`src/rtl/tmr_voted_accum.sv`:
```
// Triple-redundant XOR accumulator. Three copies are majority-voted to form out.
// Disagreement between copies is flagged one cycle late and counted with saturation.
module tmr_voted_accum #(
    parameter int WIDTH         = 8,
    parameter int ERR_CNT_W     = 8,
    parameter int VOTE_FEEDBACK = 1
) (
    input  logic                 clk,
    input  logic                 rst_n,
    input  logic                 en,
    input  logic [WIDTH-1:0]     in,
    input  logic                 clr,
    input  logic                 inj_en,
    input  logic [1:0]           inj_sel,
    input  logic [WIDTH-1:0]     inj_mask,
    input  logic                 err_cnt_clr,
    output logic [WIDTH-1:0]     out,
    output logic                 err,
    output logic [ERR_CNT_W-1:0] err_cnt
);

    logic [2:0][WIDTH-1:0] w_st;
    logic [WIDTH-1:0]      w_st_a;
    logic [WIDTH-1:0]      w_st_b;
    logic [WIDTH-1:0]      w_st_c;
    logic                  w_mismatch;
    logic                  r_err;
    logic [ERR_CNT_W-1:0]  r_err_cnt;

    generate
        for (genvar gi = 0; gi < 3; gi++) begin : g_copy
            logic [WIDTH-1:0] r_st;
            logic [WIDTH-1:0] w_base;
            logic [WIDTH-1:0] w_next;
            logic [WIDTH-1:0] w_flip;

            // With feedback every copy rebuilds from the vote, so an upset lasts one edge.
            assign w_base = (VOTE_FEEDBACK != 0) ? out : r_st;

            always_comb begin
                w_next = w_base;
                if (clr) begin
                    w_next = '0;
                end else if (en) begin
                    w_next = w_base ^ in;
                end
            end

            assign w_flip = (inj_en && (inj_sel == 2'(gi))) ? inj_mask : '0;

            always_ff @(posedge clk or negedge rst_n) begin
                if (!rst_n) begin
                    r_st <= '0;
                end else begin
                    r_st <= w_next ^ w_flip;
                end
            end

            assign w_st[gi] = r_st;
        end
    endgenerate

    assign w_st_a     = w_st[0];
    assign w_st_b     = w_st[1];
    assign w_st_c     = w_st[2];
    assign out        = (w_st_a & w_st_b) | (w_st_b & w_st_c) | (w_st_a & w_st_c);
    assign w_mismatch = |((w_st_a ^ w_st_b) | (w_st_b ^ w_st_c));

    always_ff @(posedge clk or negedge rst_n) begin
        if (!rst_n) begin
            r_err     <= 1'b0;
            r_err_cnt <= '0;
        end else begin
            r_err <= w_mismatch;
            if (err_cnt_clr) begin
                r_err_cnt <= '0;
            end else if (w_mismatch && !(&r_err_cnt)) begin
                r_err_cnt <= r_err_cnt + 1'b1;
            end
        end
    end

    assign err     = r_err;
    assign err_cnt = r_err_cnt;

endmodule

```
`config.mk`:
```
export PLATFORM = sky130hd
export DESIGN_NAME = tmr_voted_accum
export DESIGN_NICKNAME = d
export VERILOG_FILES = /design/src/rtl/tmr_voted_accum.sv
export SDC_FILE = /design/constraint.sdc
export NUM_CORES = 1
export LEC_CHECK = 0
export BUFFER_PORTS_ARGS = -buffer_cell sky130_fd_sc_hd__buf_4
export CELL_PAD_IN_SITES_DETAIL_PLACEMENT = 0
export CELL_PAD_IN_SITES_GLOBAL_PLACEMENT = 2
export CORE_MARGIN = 8
export CORE_UTILIZATION = 30
export CTS_BUF_LIST = sky130_fd_sc_hd__clkbuf_8 sky130_fd_sc_hd__clkbuf_16
export DETAILED_ROUTE_END_ITERATION = 8
export GPL_TIMING_DRIVEN = 0
export PLACE_DENSITY = 0.75
export SETUP_SLACK_MARGIN = 0.15
export SLEW_MARGIN = 10
export SYNTH_ARGS = -nofsm -noshare
export SYNTH_HDL_FRONTEND = slang
export SYNTH_SLANG_ARGS = --single-unit
export TNS_END_PERCENT = 10
```
`constraint.sdc`:
```
create_clock -name clk -period 1.55 [get_ports clk]
set_input_delay 0 -clock clk [delete_from_list [all_inputs] [get_ports clk]]
set_output_delay 0 -clock clk [all_outputs]
set_load 0.1 [all_outputs]
```
Yosys cells after proc, flatten, opt, wreduce, memory -nomap -nowiden

Index checks and enable logic that the tools add are counted.

Magnitude comparators: 0
Shifts and indexed selects: 0
Eq/ne operators: 2
Bitwise logic cells: 12
Mux-type cells: 7
Reductions and logical operators: 9
Div/mod/pow operators: 0
Multipliers: 0
Add/sub/neg operators: 1

Operator list:

| cell                                           | count |
|---|---|
| 2-to-1 mux 8 bit                               | 7 |
| bitwise XOR 8 bit                              | 6 |
| AND 8 bit                                      | 3 |
| OR 8 bit                                       | 3 |
| adder 8 x 1 -> 8 bit (second input constant)   | 1 |
| AND reduction 8 bit                            | 1 |
| OR reduction 8 bit                             | 1 |
| logical AND 1 bit                              | 4 |
| == test 2 x 1 -> 1 bit (second input constant) | 1 |
| == test 2 bit (second input constant)          | 1 |
| zero test 2 bit                                | 1 |
| nonzero test 2 bit                             | 1 |
| zero test 1 bit                                | 1 |

Memories: 0
Bits in read-only memories: 0
Bits in writable memories: 0
Latch bits: 0
Register bits: 33
Word-level logic and storage cells: 36
Bits of input ports: 24

Depth between registers and ports, before layout

Gate-level depths: netlist of run 1.

Depth in word-level cells: 7
Mapped depth: 7
Depth with buffers taken out: 5

Least setup slack after synthesis of run 1

OpenSTA, ideal clock, no wires.

Path type: reg2reg
Start point: reg r_err_cnt[0], in the netlist err_cnt[0]
End point: reg r_err_cnt[3], in the netlist err_cnt[3]
Stages on the path, launching flop included: 6
Data arrival time: 1.997 ns
Path slack: -0.525 ns
Data required time: 1.472 ns
Clock period less this slack: 2.075 ns
Cell sequence: dfrtp_1 > ha_1 > nand3_1 > nor2_1 > or4_1 > a21oi_1

Longest elaborated chain between the ends: 4

Ends and longest elaborated chain:

| what                                                         | line | source |
|---|---|---|
| from (decl)                                                  | 28   | `logic [ERR_CNT_W-1:0] r_err_cnt;` |
| from (signal assigned)                                       | 78   | `r_err_cnt <= r_err_cnt + 1'b1;` |
| branches (longest 4 deep; another with adder 8 x 1 -> 8 bit) | -    |  |

Parallel ways; which one is timed is not known. The select of a mux whose other input is x is not followed.
A chain may end at the register's enable or synchronous reset.

Final worst setup path of run 1

Start point: reg g_copy[2].r_st[0]
End point: reg r_err_cnt[6], in the netlist err_cnt[6]

Longest elaborated chain between the ends: 5

Ends and longest elaborated chain:

| what                                | line | source |
|---|---|---|
| from (decl)                         | 32   | `logic [WIDTH-1:0] r_st;` |
| from (signal assigned)              | 55   | `r_st <= w_next ^ w_flip;` |
| bitwise XOR 8 bit                   | 67   | `assign w_mismatch = \|((w_st_a ^ w_st_b) \| (w_st_b ^ w_st_c));` |
| OR 8 bit                            | 67   |  |
| OR reduction 8 bit                  | 67   |  |
| logical AND 1 bit                   | 77   | `end else if (w_mismatch && !(&r_err_cnt)) begin` |
| nonzero test 2 bit (no source line) | -    |  |

No other way between the ends.

==> impl_metrics.csv, run 1 <==
group,metric,value,unit
run_status,status,"finished with violations",
run_status,violations,"setup timing",
worst_hold_path,min-delay-start,"inj_sel[0]",
die,ios,41,
synth,synth.most_common_cell,"nand2_1",
routing,ant_nets,0,
timing,grt_setup_unrepaired,"yes",
power,power,2951,µW
die,core-area,6205,µm²
synth,syn-num-nets,223,
critical_path,crit_path_max_fanout,7,
synth,synth.distinct_cells,32,
timing,period_minus_slack,1804,ps
routing,drtPass1Iterations,4,
finish,syn_to_final_growth,49.17,%
routing,wl_met2,2262,µm
global_route,grt_remaining_overflow,0,
routing,wl,4432,µm
critical_path,crit_required,1730,ps
timing,fmax,554.5,MHz
cts,cts_sinks,33,
finish,final_area,2801,µm²
global_route,grt_first_pass_wirelength,7196,µm
critical_path,crit_start,"g_copy[2].r_st[0]",
placed_design,finalWeightedCongestion,0.7108,
power,vdd_ir_drop_max,422.5,µV
routing,top_layer,"met4",
timing,fin_tns_setup,-1928,ps
timing,relSlewSlack,54.66,%
timing,worstMarginPinSlew,677.5,ps
die,start_util,30.27,%
placed_design,place_area,2315,µm²
routing,drt_iter0_markers,34,
routing,met1_length,1868,µm
timing,skew,8.745,ps
synth,synthFlopType,"dfrtp_1",
finish,drive_gt1_share,43.33,%
power,power.leakage,0.001187,µW
power,powerDensity,1053,nW/µm²
routing,wl_met3,258,µm
timing,hold_viol,0,
global_route,grt_pass1_vias,1550,
synth,synth_edf_count,0,
worst_hold_path,hp-class,"in -> reg",
synth,async_flop_share,100.0,%
routing,wl_per_cell,13.98,µm
global_route,grt_max_degree,34,
cts,clk-insertion-delay-late,290,ps
critical_path,regToRegStartpoint,"g_copy[2].r_st[0]",
placed_design,dp_cells,296,
critical_path,criticalPathCategory,"reg -> reg",
timing,finalSetupViolCount,9,
synth,ys_seq_area_share,43.97,%
critical_path,startpoint_type,"register",
cts,cts_buffer_depth,2,
timing,period_share,116.4,%
die,die_h,95.12,µm
placed_design,io_buffers,37,
cts,path_clk_slew,80,ps
cts,clockRootBuffer,"clkbuf_8",
critical_path,end_kind,"register",
finish,num_antenna_cells,0,
cts,cts-htree-levels,2,
die,die_w,95.12,µm
finish,final_cells,317,
routing,routed_via_density,4.666,
global_route,antenna_found_initial,0,
finish,finalNetCount,280,
synth,yosysTopAreaCell,"dfrtp_1",
synth,synthesis.area,1878,µm²
synth,netlist.area_leader.share,43.97,%
synth,syn_inst,182,
synth,ys_top_cells_by_count,"nand2_1, dfrtp_1, xnor2_1, ha_1",
cts,cts_tree,"done",
timing,hold_ws,84.89,ps
cts,numCtsBuffers,5,
timing,drv_slew,0,
job,cap_violations,0,
synth,avgSynthCellArea,10.32,µm²
placed_design,dp_hpwl,3159,µm
die,die-area,9048,µm²
synth,synth_seq_cells,33,
global_route,grt_usage,10.36,%
routing,route.detailed.drc,0,
critical_path,crit_arrival,1980,ps
synth,ys_warn_count,0,
die,rows,29,
timing,setup_slack,-253.5,ps
routing,vias,1479,
synth,yosys-top-cells-area,"dfrtp_1, ha_1, xnor2_1",
==> path summary, 6_finish.rpt <==
check	endpoint	slack [ps]	depth (start not counted)
min	g_copy[0].r_st[5]	80	4
min reg2reg	err_cnt[5]	620	2
max reg2reg	err_cnt[6]	-250	6
max in group asynchronous	err_cnt[0]	1020	2
min in group asynchronous	err_cnt[2]	190	2
max	err_cnt[6]	-250	6
==> stage by stage <==
step | utilization, % | setup WS, ps
finish | 45.15 | -253.5
global route | 45.15 | -328.9
CTS | 42.83 | -295.9
detailed placement | 37.31 | -482.9
global placement | 37.31 | -465.0
floorplan | - | -152.4
==> state kept, by name, indices dropped and copies added, names as in the netlist <==
signal,cells
g_copy.r_st,24
err,1
err_cnt,8
==> layer usage <==
metal	track usage, %	up-vias
met5	0	-
met4	3.511	0
met3	3.307	5
met2	18.18	37
met1	11.55	694
li1	-	743
==> placed cells by master, fill, tap and decap left out, types with 6 or more instances in the layout <==
| master | Yosys | routed |
|---|---|---|
| a21oi_1 | 7 | 6 |
| buf_4 | 0 | 37 |
| dfrtp_1 | 33 | 24 |
| dlygate4sd3_1 | 0 | 9 |
| ha_1 | 17 | 7 |
| ha_4 | 0 | 7 |
| nand2_1 | 35 | 35 |
| nor2_2 | 8 | 9 |
| xnor2_1 | 24 | 24 |
| xor2_1 | 8 | 6 |
==> report_power, final <==
part	internal, µW	total, µW	switching, µW
logic	446	1080	629
registers	964	1050	89.8
clock network	481	822	341
total	1890	2950	1060
==> logic make-up after synthesis <==
family	Yosys count	share of synthesized area, %
mux	1	0.5996
flops	33	43.97
compound gates	23	8.128
fa+ha+maj	17	11.33
simple gates	68	18.59
xor+xnor	32	14.92
buf+inv	8	2.465
==> critical path: stages, from the launching register on <==
cell and delay, ps:
dfrtp_1 420, ha_4 260, nor4_4 300, and4_4 260, buf_8 120, nor3_4 40
mux2_4 290
==> repair_timing <==
action	4_1_cts	5_1_grt
pin swaps	42	35
hold buffers	9	0
gates resized for setup	22	24
endpoints found under the hold margin	55	0
cloned	1	0
endpoints found under the setup margin	41	41
setup buffers	2	1
==> cell type report <==
type	instances	area, µm²
clock buffer	5	68.82
buffer	6	42.54
multi-input combinational	141	1254
tap	77	96.34
inverter	2	7.507
fill	567	3403
clock inverter	3	46.29
timing repair buffer	50	439.2
sequential	33	847.1
Power figures use the tool's default switching activity.
==> inputs of run 2 (changes only) <==
--- a/config.mk
+++ b/config.mk
@@ -13,7 +13,7 @@
 export CTS_BUF_LIST = sky130_fd_sc_hd__clkbuf_8 sky130_fd_sc_hd__clkbuf_16
 export DETAILED_ROUTE_END_ITERATION = 8
 export GPL_TIMING_DRIVEN = 0
-export PLACE_DENSITY = 0.75
+export PLACE_DENSITY_LB_ADDON = 0.1
 export SETUP_SLACK_MARGIN = 0.15
 export SLEW_MARGIN = 10
 export SYNTH_ARGS = -nofsm -noshare
==> impl_metrics.csv, run 2 (synthesis gave the netlist of run 1 again) <==
group,metric,value,unit
critical_path,startpoint_type,"register",
routing,vias,1505,
finish,final_util,46.88,%
timing,worstMarginPinSlew,727.5,ps
finish,largest_register_ffs,24,
power,power.leakage,0.001193,µW
timing,skew,4.383,ps
timing,period_share,118.3,%
critical_path,criticalPathCategory,"reg -> reg",
die,core-area,6205,µm²
job,cap_violations,0,
die,die_w,95.12,µm
worst_hold_path,hp-class,"in -> reg",
power,p_sw,1072,µW
timing,period_minus_slack,1834,ps
timing,fmax,545.1,MHz
cts,clockRootBuffer,"clkbuf_8",
timing,hold_viol,0,
cts,numCtsBuffers,5,
timing,setup_slack,-284.4,ps
power,switching_share,36.45,%
critical_path,end_kind,"register",
placed_design,dp_hpwl,3364,µm
cts,cts_sinks,33,
run_status,status,"finished with violations",
global_route,grt_max_degree,34,
power,power_frac_seq,36.5,%
finish,drive_gt1_share,48.12,%
global_route,grt_usage,11.18,%
power,internal_power,1870,µW
timing,fin_tns_setup,-2147,ps
power,vdd_ir_drop_max,412.2,µV
power,powerDensity,1011,nW/µm²
critical_path,crit_required,1710,ps
finish,syn_to_final_growth,54.90,%
cts,path_clk_slew,70,ps
timing,finalSetupViolCount,9,
routing,route.detailed.drc,0,
timing,grt_setup_unrepaired,"yes",
routing,routed_via_density,4.763,
run_status,violations,"setup timing",
finish,final_common_cell,"nand2_1",
placed_design,io_buffers,37,
global_route,grt_remaining_overflow,0,
routing,wl_per_cell,15.09,µm
placed_design,finalWeightedCongestion,0.8144,
routing,drt_iter0_markers,29,
cts,cts_buffer_depth,2,
die,die_h,95.12,µm
cts,cts-htree-levels,2,
finish,final_cell_mix,"nand2_1, buf_4, xnor2_1, dfrtp_1, ha_4",
die,ios,41,
die,rows,29,
power,clkPwrFrac,24.1,%
die,die-area,9048,µm²
critical_path,crit_path_max_fanout,7,
finish,num_antenna_cells,0,
timing,relSlewSlack,51.32,%
cts,cts_tree,"done",
global_route,grt_first_pass_wirelength,7741,µm
timing,drv_slew,0,
die,start_util,30.27,%
cts,clk-insertion-delay-late,280,ps
global_route,grt_pass1_vias,1660,
finish,top_register,"g_copy.r_st",
finish,finalNetCount,279,
power,pwr-share-comb,39.4,%
routing,drtPass1Iterations,2,
timing,hold_ws,7.223,ps
global_route,antenna_found_initial,0,
routing,wl,4769,µm
critical_path,crit_arrival,2000,ps
routing,ant_nets,0,
-- run 2: worst paths after layout --
check                             startpoint                end  slack [ps]  cells after the start
max                        g_copy[1].r_st[3]         err_cnt[6]        -280                      6
min                              inj_mask[4]  g_copy[2].r_st[4]           7                      3
max reg2reg                g_copy[1].r_st[3]         err_cnt[6]        -280                      6
min reg2reg                       err_cnt[5]         err_cnt[5]         610                      2
max in group asynchronous              rst_n         err_cnt[3]         990                      2
min in group asynchronous              rst_n         err_cnt[2]         200                      2
-- run 2: area by class of cell --
| cell class | count | area (µm²) |
|---|---|---|
| clock inverter | 1 | 5.005 |
| buffer | 6 | 38.79 |
| timing repair buffer | 49 | 451.7 |
| inverter | 2 | 7.507 |
| fill | 568 | 3296 |
| multi-input combinational | 141 | 1365 |
| sequential | 33 | 848.3 |
| clock buffer | 7 | 96.34 |
| tap | 77 | 96.34 |
-- run 2: power groups by stage --
stage | logic, µW | registers [µW] | clock network (µW)
finish | 1160 | 1070 | 710
global placement | 844 | 1040 | 0
detailed placement | 854 | 1050 | 0
global route | 1240 | 1090 | 788
floorplan | 580 | 1090 | 0
CTS | 1050 | 1060 | 742
-- run 2: per-layer routing --
metal	vias up	wire length, µm	track usage, %
li1	737	-	-
met1	730	1894	12.16
met2	32	2579	20.20
met3	6	214	2.756
met4	0	80	4.681
met5	-	0	0
-- run 2: critical path, cell delays in order, from the launching register on --
cell and delay (ps):
dfrtp_2 440, ha_4 250, nor4_4 300, and4_4 260, buf_6 120, nor3_2 50
mux2_4 300
-- run 2: metrics by stage --
stage / cell area [µm²] / worst slack, ps / total power, µW / instances
global placement: 2315 / -391.9 / 1882 / 296
finish: 2909 / -284.4 / 2942 / 316
floorplan: 1941 / -152.4 / 1669 / 182
global route: 2909 / -342.2 / 3118 / 316
CTS: 2710 / -289.4 / 2847 / 313
detailed placement: 2315 / -399.7 / 1903 / 296
-- run 2: timing repair --
item,CTS,global route
pin swaps,60,40
resized for setup,36,28
cloned,1,0
setup buffers,1,2
endpoints found under the setup margin,41,41
hold buffers,7,1
hold endpoints to repair,46,2
==> inputs of run 3 (changes only) <==
--- a/config.mk
+++ b/config.mk
@@ -6,10 +6,8 @@
 export NUM_CORES = 1
 export LEC_CHECK = 0
 export BUFFER_PORTS_ARGS = -buffer_cell sky130_fd_sc_hd__buf_4
-export CELL_PAD_IN_SITES_DETAIL_PLACEMENT = 0
-export CELL_PAD_IN_SITES_GLOBAL_PLACEMENT = 2
 export CORE_MARGIN = 8
-export CORE_UTILIZATION = 30
+export CORE_UTILIZATION = 49
 export CTS_BUF_LIST = sky130_fd_sc_hd__clkbuf_8 sky130_fd_sc_hd__clkbuf_16
 export DETAILED_ROUTE_END_ITERATION = 8
 export GPL_TIMING_DRIVEN = 0
==> impl_metrics.csv, run 3 (synthesis gave the netlist of run 1 again) <==
group,metric,value,unit
run_status,status,"finished with violations",
run_status,violations,"hold timing, setup timing",
cts,clockRootBuffer,"clkbuf_8",
cts,cts_sinks,33,
cts,numCtsBuffers,5,
placed_design,dp_cells,267,
timing,skew,7.987,ps
finish,final_common_cell,"nand2_1",
routing,wl,4174,µm
routing,route.detailed.drc,0,
critical_path,crit_path_max_fanout,8,
die,start_util,51.30,%
timing,finalSetupViolCount,9,
critical_path,path_buf_inv,1,
global_route,antenna_found_initial,0,
job,cap_violations,0,
timing,setup_slack,-294.0,ps
routing,vias,1495,
finish,syn_to_final_growth,39.71,%
timing,relSlewSlack,57.91,%
finish,top_register,"g_copy.r_st",
routing,wl_per_cell,14.80,µm
timing,period_minus_slack,1844,ps
worst_hold_path,min-delay-start,"inj_mask[3]",
routing,drt_iter0_markers,35,
critical_path,criticalPathCategory,"reg -> reg",
finish,nFillCells,259,
power,powerDensity,1014,nW/µm²
finish,ff_latch_area,845.8,µm²
global_route,grt_remaining_overflow,0,
finish,drive_gt1_share,42.74,%
critical_path,crit_required,1720,ps
critical_path,slowest_stage,"dfrtp_1",
finish,multiInputGateArea,1174,µm²
cts,cts_buffer_depth,2,
finish,final_cells,282,
critical_path,startpoint_type,"register",
finish,final_cell_mix,"nand2_1, buf_4, dfrtp_1",
cts,path_clk_slew,70,ps
finish,final_area,2624,µm²
die,rows,22,
finish,num_antenna_cells,0,
global_route,grt_max_degree,34,
die,die_h,77.91,µm
timing,fmax,542.3,MHz
critical_path,end_kind,"register",
power,vdd_ir_drop_max,862.3,µV
timing,drv_slew,0,
timing,hold_ws,-1.734,ps
die,ios,41,
finish,largest_register_ffs,24,
critical_path,crit_arrival,2010,ps
worst_hold_path,hp-class,"in -> reg",
timing,period_share,119.0,%
routing,routed_via_density,5.301,
global_route,grt_first_pass_wirelength,7148,µm
routing,ant_nets,0,
cts,cts_tree,"done",
placed_design,place_area,2278,µm²
critical_path,cp_cell_sequence,"ha_1 -> nor4_2 -> and4_4 -> buf_8 -> nor3_4 -> mux2_4",
placed_design,finalWeightedCongestion,0.8126,
critical_path,critPathMaxStageDelay,390,ps
die,die_w,77.91,µm
cts,cts-htree-levels,2,
power,power.leakage,0.001153,µW
critical_path,path_delay_family,"simple AND/OR/NAND/NOR gates",
routing,drtPass1Iterations,4,
die,core-area,3661,µm²
timing,worstMarginPinSlew,629.0,ps
critical_path,crit_start,"g_copy[1].r_st[7]",
global_route,grt_pass1_vias,1658,
die,die-area,6070,µm²
cts,clk-insertion-delay-late,280,ps
placed_design,pre_cts_slack,-384.4,ps
timing,hold_viol,1,
global_route,grt_usage,14.44,%
timing,grt_setup_unrepaired,"yes",
placed_design,dp_hpwl,3083,µm
critical_path,regToRegStartpoint,"g_copy[1].r_st[7]",
finish,finalNetCount,274,
finish,final_util,71.67,%
placed_design,io_buffers,37,
cts,postCtsSetupRepairBufs,0,
[run 3: worst register-to-register path, stage by stage (launching register included)]
cell	delay (ps)
dfrtp_1	390
ha_1	310
nor4_2	310
and4_4	270
buf_8	120
nor3_4	40
mux2_4	290
[run 3: report_power, final]
group          switching (µW)  internal [µW]  total [µW]  leakage (µW)
logic                     607            395        1000      0.000689
clock network             310            309         619     0.0000439
registers                76.6            964        1040      0.000420
total                     993           1670        2660       0.00115
[run 3: cell type report]
cell class,count,area share [%]
multi-input cells,141,44.73
well taps,48,2.289
inverters,2,0.2861
plain buffers,6,1.621
clock inverters,3,0.6676
flip-flops and latches,33,32.24
clock buffers,5,2.623
repair buffers,44,15.55
[run 3: path summary, 6_finish.rpt]
path,endpoint,cells after the start,slack [ps]
setup / recovery,err_cnt[6],6,-290
hold / removal,g_copy[0].r_st[3],3,-2
setup reg to reg,err_cnt[6],6,-290
hold reg to reg,err_cnt[4],2,630
max in group asynchronous,err_cnt[2],2,1030
min in group asynchronous,g_copy[1].r_st[1],2,190
[run 3: timing repair]
item / 4_1_cts / 5_1_grt
pin swaps: 52 / 32
endpoints found under the setup margin: 41 / 41
cloned: 1 / 0
hold buffers: 6 / 0
hold endpoints to repair: 44 / 0
resized for setup: 23 / 23
[run 3: metrics by stage]
stage               TNS [ps]  total power [µW]  hold slack [ps]
floorplan              -4129              1669           -295.6
global placement       -2518              1862           -45.08
detailed placement     -2984              1894           -30.25
CTS                    -2184              2615            2.541
global route           -3472              2807            3.923
finish                 -2185              2661           -1.734
[run 3: metal layers]
metal / share of wire, % / GRT usage, % / up-vias
met5: 0 / 0 / -
met2: 56 / 26.82 / 37
li1: - / - / 723
met4: 1.1 / 5.926 / 0
met3: 5.2 / 4.724 / 4
met1: 38 / 14.39 / 731
